[src/rtl/ftdi_receiver_if.sv]
// rtl/ftdi_receiver_if.sv - byte holding-register handshake between the FTDI receiver and its consumer
//
// Signals:
//   data           received byte, meaningful while data_valid=1
//   data_valid     holding register full
//   data_ack       consumer takes the byte (sampled on posedge clk)
//   ready_for_byte flow-control hint, always !data_valid
//
// master: the receiver (drives the byte), slave: the consumer (drives the ack).
interface ftdi_receiver_if;
    logic [7:0] data;
    logic       data_valid;
    logic       data_ack;
    logic       ready_for_byte;

    modport master (
        output data,
        output data_valid,
        output ready_for_byte,
        input  data_ack
    );

    modport slave (
        input  data,
        input  data_valid,
        input  ready_for_byte,
        output data_ack
    );
endinterface

[src/rtl/ftdi_receiver.sv]
// rtl/ftdi_receiver.sv - UART 8N1 receiver for the FTDI host-to-FPGA line
//
// Deserialises bytes arriving on FTDI_TX using a free-running 16x
// oversampling phase accumulator and presents them in a one-byte holding
// register with a valid/ack handshake.
//
// Ports:
//   clk            system clock
//   reset          synchronous, active-high reset
//   FTDI_TX        serial line from the FTDI chip, idle high, asynchronous
//   byte_if        holding-register handshake (data, data_valid, data_ack,
//                  ready_for_byte), master side
//   framing_error  one-cycle pulse when the stop bit is sampled low
//   overrun        one-cycle pulse when a byte completes while the holding
//                  register is full and not being acknowledged
//   state_test     current FSM state encoding, for debug
module ftdi_receiver #(
    parameter longint unsigned FREQUENCY = 50_000_000,
    parameter longint unsigned BAUD_RATE = 115_200,
    parameter int              ACC_WIDTH = 16
) (
    input  logic                   clk,
    input  logic                   reset,
    input  logic                   FTDI_TX,
    ftdi_receiver_if.master        byte_if,
    output logic                   framing_error,
    output logic                   overrun,
    output logic [2:0]             state_test
);

    // Rounded phase increment for 16 ticks per bit; 64-bit arithmetic keeps
    // the shifted product from overflowing for realistic rates.
    localparam longint unsigned INC_WIDE =
        (((BAUD_RATE * 64'd16) << ACC_WIDTH) + (FREQUENCY / 64'd2)) / FREQUENCY;
    localparam logic [ACC_WIDTH:0] INCREMENT = INC_WIDE[ACC_WIDTH:0];

    typedef enum logic [2:0] {
        S_IDLE      = 3'd0,
        S_START     = 3'd1,
        S_DATA      = 3'd2,
        S_STOP      = 3'd3,
        S_WAIT_HIGH = 3'd4
    } state_t;

    // ------------------------------------------------------------------
    // Two-flop synchroniser; both flops reset high so a reset never looks
    // like a start bit.
    // ------------------------------------------------------------------
    logic rx_meta_q;
    logic rx_s_q;

    always_ff @(posedge clk) begin
        if (reset) begin
            rx_meta_q <= 1'b1;
            rx_s_q    <= 1'b1;
        end else begin
            rx_meta_q <= FTDI_TX;
            rx_s_q    <= rx_meta_q;
        end
    end

    // ------------------------------------------------------------------
    // Tick generator: the carry out of the accumulator is the tick. It runs
    // regardless of FSM state so tick phase is fixed relative to reset.
    // ------------------------------------------------------------------
    logic [ACC_WIDTH:0] acc_q;
    logic [ACC_WIDTH:0] acc_d;
    logic               tick;

    assign acc_d = {1'b0, acc_q[ACC_WIDTH-1:0]} + INCREMENT;
    assign tick  = acc_q[ACC_WIDTH];

    always_ff @(posedge clk) begin
        if (reset) begin
            acc_q <= '0;
        end else begin
            acc_q <= acc_d;
        end
    end

    // ------------------------------------------------------------------
    // Receive FSM
    // ------------------------------------------------------------------
    state_t     state_q,   state_d;
    logic [3:0] cnt_q,     cnt_d;
    logic [2:0] bit_idx_q, bit_idx_d;
    logic [7:0] shift_q,   shift_d;
    logic       stop_good;
    logic       stop_bad;

    always_ff @(posedge clk) begin
        if (reset) begin
            state_q   <= S_IDLE;
            cnt_q     <= '0;
            bit_idx_q <= '0;
            shift_q   <= '0;
        end else begin
            state_q   <= state_d;
            cnt_q     <= cnt_d;
            bit_idx_q <= bit_idx_d;
            shift_q   <= shift_d;
        end
    end

    always_comb begin
        state_d   = state_q;
        cnt_d     = cnt_q;
        bit_idx_d = bit_idx_q;
        shift_d   = shift_q;
        stop_good = 1'b0;
        stop_bad  = 1'b0;

        unique case (state_q)
            S_IDLE: begin
                // The tick that first sees the line low is the reference T0.
                if (tick && !rx_s_q) begin
                    state_d = S_START;
                    cnt_d   = '0;
                end
            end

            S_START: begin
                if (tick) begin
                    if (cnt_q == 4'd7) begin
                        // Mid start bit: still low confirms a real start,
                        // high means it was a glitch.
                        cnt_d     = '0;
                        bit_idx_d = '0;
                        state_d   = rx_s_q ? S_IDLE : S_DATA;
                    end else begin
                        cnt_d = cnt_q + 4'd1;
                    end
                end
            end

            S_DATA: begin
                if (tick) begin
                    // The counter wraps 15 -> 0 on its own, which also leaves
                    // it cleared for the stop bit.
                    cnt_d = cnt_q + 4'd1;
                    if (cnt_q == 4'd15) begin
                        shift_d   = {rx_s_q, shift_q[7:1]};
                        bit_idx_d = bit_idx_q + 3'd1;
                        if (bit_idx_q == 3'd7) begin
                            state_d = S_STOP;
                        end
                    end
                end
            end

            S_STOP: begin
                if (tick) begin
                    cnt_d = cnt_q + 4'd1;
                    if (cnt_q == 4'd15) begin
                        if (rx_s_q) begin
                            stop_good = 1'b1;
                            state_d   = S_IDLE;
                        end else begin
                            stop_bad = 1'b1;
                            state_d  = S_WAIT_HIGH;
                        end
                    end
                end
            end

            S_WAIT_HIGH: begin
                // A held-low line (break) must go high before a new start
                // bit can be recognised.
                if (tick && rx_s_q) begin
                    state_d = S_IDLE;
                end
            end

            default: begin
                state_d = S_IDLE;
            end
        endcase
    end

    // ------------------------------------------------------------------
    // Holding register and status pulses
    // ------------------------------------------------------------------
    logic [7:0] data_q,  data_d;
    logic       valid_q, valid_d;
    logic       fe_q,    fe_d;
    logic       ov_q,    ov_d;

    always_ff @(posedge clk) begin
        if (reset) begin
            data_q  <= '0;
            valid_q <= 1'b0;
            fe_q    <= 1'b0;
            ov_q    <= 1'b0;
        end else begin
            data_q  <= data_d;
            valid_q <= valid_d;
            fe_q    <= fe_d;
            ov_q    <= ov_d;
        end
    end

    always_comb begin
        data_d  = data_q;
        valid_d = valid_q;
        fe_d    = stop_bad;
        ov_d    = 1'b0;

        if (stop_good) begin
            // An ack in the same cycle frees the register for the new byte.
            if (!valid_q || byte_if.data_ack) begin
                data_d  = shift_q;
                valid_d = 1'b1;
            end else begin
                ov_d = 1'b1;
            end
        end else if (byte_if.data_ack) begin
            valid_d = 1'b0;
        end
    end

    assign byte_if.data           = data_q;
    assign byte_if.data_valid     = valid_q;
    assign byte_if.ready_for_byte = !valid_q;
    assign framing_error          = fe_q;
    assign overrun                = ov_q;
    assign state_test             = state_q;

endmodule

[src/flat_wrapper.sv]
// flat-port wrapper written by rule: the top's interface ports become plain ports
module ftdi_receiver_flat 
#(
    parameter longint unsigned FREQUENCY = 50_000_000,
    parameter longint unsigned BAUD_RATE = 115_200,
    parameter int              ACC_WIDTH = 16
)
  (clk, reset, FTDI_TX, framing_error, overrun, state_test, byte_if_data, byte_if_data_valid, byte_if_ready_for_byte, byte_if_data_ack);
  ftdi_receiver_if byte_if_i ();
  input  logic clk;
  input  logic reset;
  input  logic FTDI_TX;
  output logic framing_error;
  output logic overrun;
  output logic [2:0] state_test;
  output wire logic [$bits(byte_if_i.data)-1:0] byte_if_data;
  output wire logic [$bits(byte_if_i.data_valid)-1:0] byte_if_data_valid;
  output wire logic [$bits(byte_if_i.ready_for_byte)-1:0] byte_if_ready_for_byte;
  input wire logic [$bits(byte_if_i.data_ack)-1:0] byte_if_data_ack;
  assign byte_if_data = byte_if_i.data;
  assign byte_if_data_valid = byte_if_i.data_valid;
  assign byte_if_ready_for_byte = byte_if_i.ready_for_byte;
  assign byte_if_i.data_ack = byte_if_data_ack;
  ftdi_receiver #(.FREQUENCY(FREQUENCY), .BAUD_RATE(BAUD_RATE), .ACC_WIDTH(ACC_WIDTH)) u_core (.clk(clk), .reset(reset), .FTDI_TX(FTDI_TX), .byte_if(byte_if_i), .framing_error(framing_error), .overrun(overrun), .state_test(state_test));
endmodule
[config.mk]
export PLATFORM = sky130hd
export DESIGN_NAME = ftdi_receiver_flat
export DESIGN_NICKNAME = d
export VERILOG_FILES = /design/src/rtl/ftdi_receiver_if.sv /design/src/rtl/ftdi_receiver.sv /design/src/flat_wrapper.sv
export SDC_FILE = /design/constraint.sdc
export NUM_CORES = 1
export LEC_CHECK = 0
export ABC_AREA = 1
export BUFFER_PORTS_ARGS = -buffer_cell sky130_fd_sc_hd__clkbuf_2
export CAP_MARGIN = 30
export CORE_MARGIN = 5
export CORE_UTILIZATION = 40
export DETAILED_ROUTE_END_ITERATION = 16
export GPL_TIMING_DRIVEN = 0
export HOLD_SLACK_MARGIN = 0.03
export SYNTH_ARGS = -nofsm -noshare
export SYNTH_HDL_FRONTEND = slang
export SYNTH_SLANG_ARGS = --single-unit
[constraint.sdc]
create_clock -name clk -period 1.3 [get_ports clk]
set_input_delay 0.26 -clock clk [delete_from_list [all_inputs] [get_ports clk]]
set_output_delay 0.26 -clock clk [all_outputs]
set_load 0.05 [all_outputs]
==> results of run 1 <==
-- metrics by stage --
step	setup slack, ns	util, %	power, W
after floorplan	-0.09078	-	0.001576
after global placement	-0.2462	45.89	0.001615
after detailed placement	-0.2589	45.89	0.001617
after CTS	0.002555	49.47	0.002673
after global routing	-0.07455	50.93	0.002776
final	0.004881	50.93	0.002640
-- routing by layer --
layer	track usage, %	vias to the layer above
li1	-	858
met1	16.30	672
met2	18.32	21
met3	4.233	6
met4	5.245	0
met5	0	-
-- cells by family after synthesis --
kind of cell | after synthesis | synth area share [%]
AND/OR/NAND/NOR | 122 | 28.64
AO/OA/AOI/OAI | 44 | 12.07
flip-flops | 44 | 47.22
buffers and inverters | 36 | 7.914
adder cells (fa/ha/maj) | 4 | 2.683
XOR/XNOR | 2 | 0.9391
multiplexers | 1 | 0.5366
-- path summary, 6_finish.rpt --
kind	start	end	slack, ns	cells past startpoint
setup / recovery	u_core.cnt_q[1]$_SDFFE_PP0P_	u_core.state_test[0]$_SDFFE_PP0P_	0.005	10
hold / removal	FTDI_TX	u_core.rx_meta_q$_SDFF_PP1_	0.14	2
setup reg to reg	u_core.cnt_q[1]$_SDFFE_PP0P_	u_core.state_test[0]$_SDFFE_PP0P_	0.005	10
hold reg to reg	u_core.acc_q[4]$_SDFF_PP0_	u_core.acc_q[4]$_SDFF_PP0_	0.41	1
-- power by group --
part / internal [W] / switching [W]
Clock: 0.000570 / 0.000473
Combinational: 0.0000677 / 0.000116
Sequential: 0.00138 / 0.0000314
-- area by class of cell --
cell class | count | area [µm²]
clock inverters | 3 | 41.29
repair buffers | 21 | 115.1
inverters | 30 | 118.9
clock buffers | 5 | 68.82
well taps | 52 | 65.06
plain buffers | 6 | 38.79
fillers | 445 | 2181
flip-flops and latches | 44 | 899.6
multi-input cells | 173 | 915.9
-- layout by cell type (no fill, tap or decap), types with 3 or more instances in the layout --
| cell | Yosys | final |
|---|---|---|
| dfxtp_1 | 44 | 37 |
| o21ai_1 | 1 | 6 |
| nand2_2 | 1 | 5 |
| nor2_4 | 1 | 4 |
| o21ai_2 | 0 | 5 |
| a21oi_1 | 12 | 12 |
| dfxtp_2 | 0 | 3 |
| nand3_1 | 7 | 7 |
| dfxtp_4 | 0 | 4 |
| nand3_2 | 3 | 3 |
| buf_2 | 1 | 4 |
| clkbuf_2 | 0 | 14 |
| buf_4 | 1 | 3 |
| o21ai_0 | 28 | 18 |
| inv_2 | 2 | 4 |
| nand4_1 | 3 | 3 |
| clkbuf_8 | 0 | 5 |
| inv_1 | 28 | 24 |
| nor2_1 | 60 | 58 |
| nand2_1 | 38 | 32 |
| clkbuf_1 | 3 | 3 |
-- sequential cells by signal, summed over array words and instances, names as in the netlist, 3 cells and up --
name,flops
u_core.acc_q,13
u_core.state_test,3
u_core.byte_if.data,8
u_core.bit_idx_q,3
u_core.shift_q,8
u_core.cnt_q,4
-- what timing repair did --
action | 4_1_cts | 5_1_grt
pin swaps | 4 | 3
hold endpoints to repair | 0 | 0
resized for setup | 15 | 27
setup endpoints to repair | 29 | 31
buffers inserted | 2 | 1
==> key figures, run 1 <==
Run status
  • Result of the run: finished clean

Layout
  • Net count reported at finish: between 200 and 300
  • Ratio of cells with drive above 1 in the final layout: between 20% and 30%
  • Finished Layout Cells: 334
  • Finished layout cell area: 2263 µm²
  • P&R area growth vs syn: 21.33%
  • Antenna diode count: 0

Hold path
  • Classification of the worst-slack hold path: in -> reg

Route
  • Post-DRT Antenna Nets: 0
  • DRT iter0 DRCs: just over 90
  • Via total after detailed routing: ~1600
  • Overall routed net length: approximately 3500 µm
  • Number of design rule violations left after detail routing: 0
  • Met1 wire length: 1751 µm
  • Routed wire length on met3: about 150 µm
  • Wire length per cell: ~10 µm
  • TritonRoute pass-1 iters: 4
  • Post-detailed-route via-to-cell ratio: 4.662
  • Highest metal layer used by the detailed router: met4
  • Met2 WL: between 1000 and 1500 µm

Clock tree
  • Clock tree from TritonCTS: yes
  • Clock Sink Count: 44
  • Number of clock buffers inserted by TritonCTS: 5
  • Root buf cell: clkbuf_8
  • Clock input transition at the sequential cells of the worst setup and hold paths: approximately 0.08 ns
  • Number of buffers between clock root and the deepest sink: 2
  • Maximum level of the CTS H-tree: 2
  • Clock Latency Late Sink: around 0.3 ns
  • Hold buffers post-CTS: 0

Timing
  • Period minus WS final: about 1.3 ns
  • Max Clock Freq: between 0.7 and 0.8 GHz
  • Number of slew-limit violations in the final report: 0
  • Fin. Hold Viols: 0
  • Final Hold Slack: ~0.14 ns
  • Total negative setup slack: 0 ns
  • Number of failing setup endpoints in the final timing report: 0
  • Setup repair after global routing missed its margin: true
  • Layout Skew: about 0.0056 ns
  • Final period utilization: between 90 and 100%
  • Measured slew at the worst slew-check pin: 0.4598 ns
  • Rel. slew slack: a little over two thirds

Synth
  • Total standard cell area after synthesis: around 1900 µm²
  • Most instantiated cells after synthesis: 60 x nor2_1, 44 x dfxtp_1, 38 x nand2_1, 28 x inv_1, 28 x o21ai_0
  • Async S/R FF share, synth: 0%
  • Most repeated cell in the gate-level netlist after synthesis: nor2_1
  • Number of enable-type register cells in the synthesized netlist: 0
  • Synthesized net count: between 200 and 300
  • Library cell with the largest summed area after synthesis: dfxtp_1
  • Proportion of synthesized chip area in sequential cells: between 40% and 50%
  • Cell variety after synth: 27
  • Dominant register cell in the synthesized netlist: dfxtp_1
  • Number of warning messages in the yosys log: 0
  • Portion of synthesized cell area occupied by the leading cell type: between 40% and 50%
  • Flop and latch count out of synthesis: 44
  • Top cells by area in the synthesized netlist: dfxtp_1 47%, nor2_1 12%, nand2_1 7.6%
  • Mean instance size in the synthesized netlist: approximately 7.4 µm²
  • Number of instances in the synthesized netlist: around 250

Setup path
  • Worst Path Required: between 1 and 1.5 ns
  • Type of the worst setup path: reg -> reg
  • Buffer and inverter count on the worst path: 2
  • Biggest fanout along the worst timing path: 6
  • Critical path endpoint category: register
  • Cell chain of the critical path: ha_4 > nand2_4 > inv_2 > nand2_4 > nand2_1 > nand2_1 > inv_2 > nand3_4 > nor2_1 > nor2_1
  • Kind of start point of the critical path: register
  • Largest incremental delay on the critical path: around 0.37 ns
  • Endpoint arrival time on the critical path: about 1.5 ns
  • Slowest cell on crit path: dfxtp_4
  • Gate family responsible for the most delay along the worst path: simple AND/OR/NAND/NOR gates

GRT
  • Pin count of the biggest net entering global routing: 15
  • Wire length of the first global-routing pass: 6058 µm
  • GR Overflow Total: 0
  • Initial antenna violation count: 0
  • Number of global-route vias before repair: 1349
  • Combined global-route utilization of all metal layers: roughly an eighth

Die
  • Floorplan Core Area: 4444 µm²
  • Vertical extent of the die: between 70 and 80 µm
  • Die X: about 80 µm
  • Area enclosed by the die boundary: 6129 µm²
  • Num rows: 24
  • Initial standard-cell utilization of the core: a little over two fifths
  • Top-level I/O count: 19

Run
  • Number of max-cap violations: 0

Pwr
  • Power density relative to cell area: approximately 1200 nW/µm²
  • Standby leakage power: about 1.1 nW
  • Maximum VDD drop: 0.0005880 V

Placement
  • Global placement routability congestion: roughly 0.8
  • Count of input and output buffers: 18
  • Placed Instances: ~320
  • Sum of net half-perimeters after detailed placement: around 2500 µm
  • DP Area: 2039 µm²
No activity file was read; power rests on OpenSTA's default activity.
==> run 2, diff against run 1 <==
CORE_UTILIZATION = 54   (was 40)
CTS_BUF_LIST = sky130_fd_sc_hd__clkbuf_4 sky130_fd_sc_hd__clkbuf_8   (was default)
PLACE_DENSITY = 0.77   (was default)
SLEW_MARGIN = 25   (was default)
==> run 2 against run 1 <==
Against the previous run:
- the run now ends with setup timing left
- sequential cell count stayed put
- count of clock-buffer cells in the layout unchanged
- global-route usage up 4.5 points
- sequential power about the same
- power shrank 5.2%
- setup slack worse by 0.014 ns
- largest cell class unchanged
==> key figures, run 2 (synthesis results as in run 1) <==
Die
  • Num rows: 21 (was 24)
  • Floorplan Core Area: 3337 µm² (was 4444 µm²)
  • Top-level I/O count: 19 (unchanged)
  • Area enclosed by the die boundary: 4730 µm² (was 6129 µm²)
  • Vertical extent of the die: 68.78 µm (was 78.29 µm)
  • Die X: 68.78 µm (was 78.29 µm)
  • Initial standard-cell utilization of the core: 55.91% (was 41.98%)

Timing
  • Max Clock Freq: 0.7636 GHz (was 0.7721 GHz)
  • Rel. slew slack: 64.44% (was 69.35%)
  • Fin. Hold Viols: 0 (unchanged)
  • Layout Skew: 0.01089 ns (was 0.005650 ns)
  • Worst path setup slack after routing: -0.009558 ns (was 0.004881 ns)
  • Setup repair after global routing missed its margin: true (unchanged)
  • Measured slew at the worst slew-check pin: 0.5335 ns (was 0.4598 ns)
  • Period minus WS final: 1.310 ns (was 1.295 ns)
  • Final period utilization: 100.7% (was 99.62%)
  • Number of failing setup endpoints in the final timing report: 4 (was 0)
  • Number of slew-limit violations in the final report: 0 (unchanged)

Clock tree
  • Clock Latency Late Sink: 0.37 ns (was 0.30 ns)
  • Clock Sink Count: 44 (unchanged)
  • Number of clock buffers inserted by TritonCTS: 5 (unchanged)
  • Maximum level of the CTS H-tree: 2 (unchanged)
  • Root buf cell: clkbuf_4 (was clkbuf_8)
  • Clock input transition at the sequential cells of the worst setup and hold paths: 0.13 ns (was 0.08 ns)
  • Clock tree from TritonCTS: yes (unchanged)
  • Number of buffers between clock root and the deepest sink: 2 (unchanged)

Pwr
  • Sw Ratio: 25.42% (was 23.50%)
  • Clock network fraction of total power: 35.6% (was 39.5%)
  • Comb pwr share: 7.6% (was 6.9%)
  • Total power: 0.002504 W (was 0.002640 W)
  • Standby leakage power: 1.108 nW (was 1.054 nW)
  • Maximum VDD drop: 0.0009012 V (was 0.0005880 V)
  • Internal power summed over all cells: 0.001868 W (was 0.002020 W)
  • Power density relative to cell area: 1070 nW/µm² (was 1167 nW/µm²)
  • Sequential group share of total power: 56.8% (was 53.5%)
  • Sw power: 0.0006365 W (was 0.0006204 W)

GRT
  • Combined global-route utilization of all metal layers: 16.81% (was 12.33%)
  • GR Overflow Total: 0 (unchanged)
  • Wire length of the first global-routing pass: 5968 µm (was 6058 µm)
  • Pin count of the biggest net entering global routing: 16 (was 15)
  • Initial antenna violation count: 0 (unchanged)
  • Number of global-route vias before repair: 1437 (was 1349)

Route
  • TritonRoute pass-1 iters: 4 (unchanged)
  • Post-detailed-route via-to-cell ratio: 5.126 (was 4.662)
  • Post-DRT Antenna Nets: 0 (unchanged)
  • DRT iter0 DRCs: 124 (was 91)
  • Via total after detailed routing: 1707 (was 1557)
  • Overall routed net length: 3977 µm (was 3458 µm)
  • Wire length per cell: 11.94 µm (was 10.35 µm)
  • Number of design rule violations left after detail routing: 0 (unchanged)

Setup path
  • Capturing instance or port of the critical path: u_core.cnt_q[2]$_SDFFE_PP0P_ (was u_core.state_test[0]$_SDFFE_PP0P_)
  • Endpoint arrival time on the critical path: 1.61 ns (was 1.49 ns)
  • Worst Path Required: 1.60 ns (was 1.49 ns)
  • Reg-to-reg critical path endpoint: u_core.cnt_q[2]$_SDFFE_PP0P_ (was u_core.state_test[0]$_SDFFE_PP0P_)
  • Worst reg-to-reg setup slack: -0.01 ns (was 0.005 ns)
  • Kind of start point of the critical path: register (unchanged)
  • Reg2Reg Depth: 7 (was 10)
  • Critical path endpoint category: register (unchanged)
  • Crit path from: u_core.cnt_q[0]$_SDFFE_PP0P_ (was u_core.cnt_q[1]$_SDFFE_PP0P_)
  • Origin of the critical flop-to-flop path: u_core.cnt_q[0]$_SDFFE_PP0P_ (was u_core.cnt_q[1]$_SDFFE_PP0P_)
  • Biggest fanout along the worst timing path: 3 (was 6)
  • Type of the worst setup path: reg -> reg (unchanged)

Layout
  • Max FFs per register: 13 (unchanged)
  • Final core area utilization: 70.12% (was 50.93%)
  • Reg with most FFs: u_core.acc_q (unchanged)
  • Top library cells by usage in the layout, fill and taps aside: 57 x nor2_1, 36 x dfxtp_1, 30 x nand2_1 (was 58 x nor2_1, 37 x dfxtp_1, 32 x nand2_1)
  • P&R area growth vs syn: 25.42% (was 21.33%)
  • Net count reported at finish: 294 (was 289)
  • Antenna diode count: 0 (unchanged)
  • Finished Layout Cells: 333 (was 334)
  • Most common cell after layout, fill and taps aside: nor2_1 (unchanged)
  • Ratio of cells with drive above 1 in the final layout: 29.27% (was 25.18%)

Run status
  • Result of the run: finished, violations left (was finished clean)
  • Violated checks: setup timing

Placement
  • Global placement routability congestion: 0.8322 (was 0.7985)
  • Minimum setup slack after placement: -0.2636 ns (was -0.2589 ns)
  • Sum of net half-perimeters after detailed placement: 2495 µm (was 2484 µm)
  • Count of input and output buffers: 18 (unchanged)
  • Placed Instances: 317 (was 323)

Run
  • Number of max-cap violations: 0 (unchanged)

Hold path
  • Classification of the worst-slack hold path: in -> reg (unchanged)
-- run 2: cell count changes in the layout (fill, tap and decap cells not counted), moves of 3 or more --
| cell | previous run | this run |
|---|---|---|
| o21ai_1 | 6 | 10 |
| clkbuf_2 | 14 | 5 |
| buf_2 | 4 | 9 |
| clkbuf_4 | 1 | 6 |
| o21ai_0 | 18 | 13 |
| clkbuf_8 | 5 | 2 |
| buf_4 | 3 | 7 |
| dfxtp_2 | 3 | 6 |
-- run 2: power groups by stage --
stage                     Combinational [W]  Sequential [W]  Clock (W)
after detailed placement           0.000167         0.00145          0
after floorplan                    0.000130         0.00145          0
after global placement             0.000162         0.00145          0
after global routing               0.000220         0.00143   0.000958
final                              0.000191         0.00142   0.000891
after CTS                          0.000169         0.00142   0.000897
-- run 2: timing repair --
action | CTS | global route
gates cloned | 1 | 0
pin swaps | 7 | 15
setup buffers | 5 | 2
gates resized for setup | 25 | 49
hold buffers | 0 | 0
endpoints found under the setup margin | 32 | 43
-- run 2: area by class of cell --
| class | count | area, µm² |
|---|---|---|
| multi-input combinational | 173 | 949.7 |
| timing repair buffer | 26 | 190.2 |
| buffer | 6 | 38.79 |
| clock inverter | 3 | 46.29 |
| inverter | 30 | 123.9 |
| sequential | 44 | 895.9 |
| fill | 278 | 997.2 |
| clock buffer | 5 | 37.54 |
| tap | 46 | 57.56 |
-- run 2: layer usage --
layer  track usage, %  vias up  share of wire [%]
met5                0        -                  0
met3            4.862        9                4.9
met2            29.44       42                 48
met1            19.26      785                 44
li1                 -      871                  -
met4            6.326        0                2.6
-- run 2: stage by stage --
step                area [µm²]  hold WS, ns    TNS, ns
floorplan                 1884       0.3638    -0.7180
global placement          2032       0.4015     -2.854
detailed placement        2032       0.4087     -3.477
CTS                       2231      0.07897  -0.009668
global route              2340      0.08421     -1.177
finish                    2340      0.07616   -0.02124
-- run 2: critical path, cell delays in order, from the launching register on --
cell and delay [ns]:
dfxtp_2 0.36, ha_4 0.17, nand2_4 0.10, inv_4 0.04, buf_4 0.12, nor3_1 0.19
o21ai_0 0.11, a21oi_1 0.15
-- run 2: worst min-delay path by stage --
stage,slack (ns),start,cells after the start,endpoint
global route,0.08,FTDI_TX,2,u_core.rx_meta_q$_SDFF_PP1_
global placement,0.40,u_core.acc_q[4]$_SDFF_PP0_,1,u_core.acc_q[4]$_SDFF_PP0_
CTS,0.08,FTDI_TX,2,u_core.rx_meta_q$_SDFF_PP1_
floorplan,0.36,FTDI_TX,1,u_core.rx_meta_q$_SDFF_PP1_
detailed placement,0.41,u_core.rx_meta_q$_SDFF_PP1_,1,u_core.rx_s_q$_SDFF_PP1_
finish,0.08,FTDI_TX,2,u_core.rx_meta_q$_SDFF_PP1_
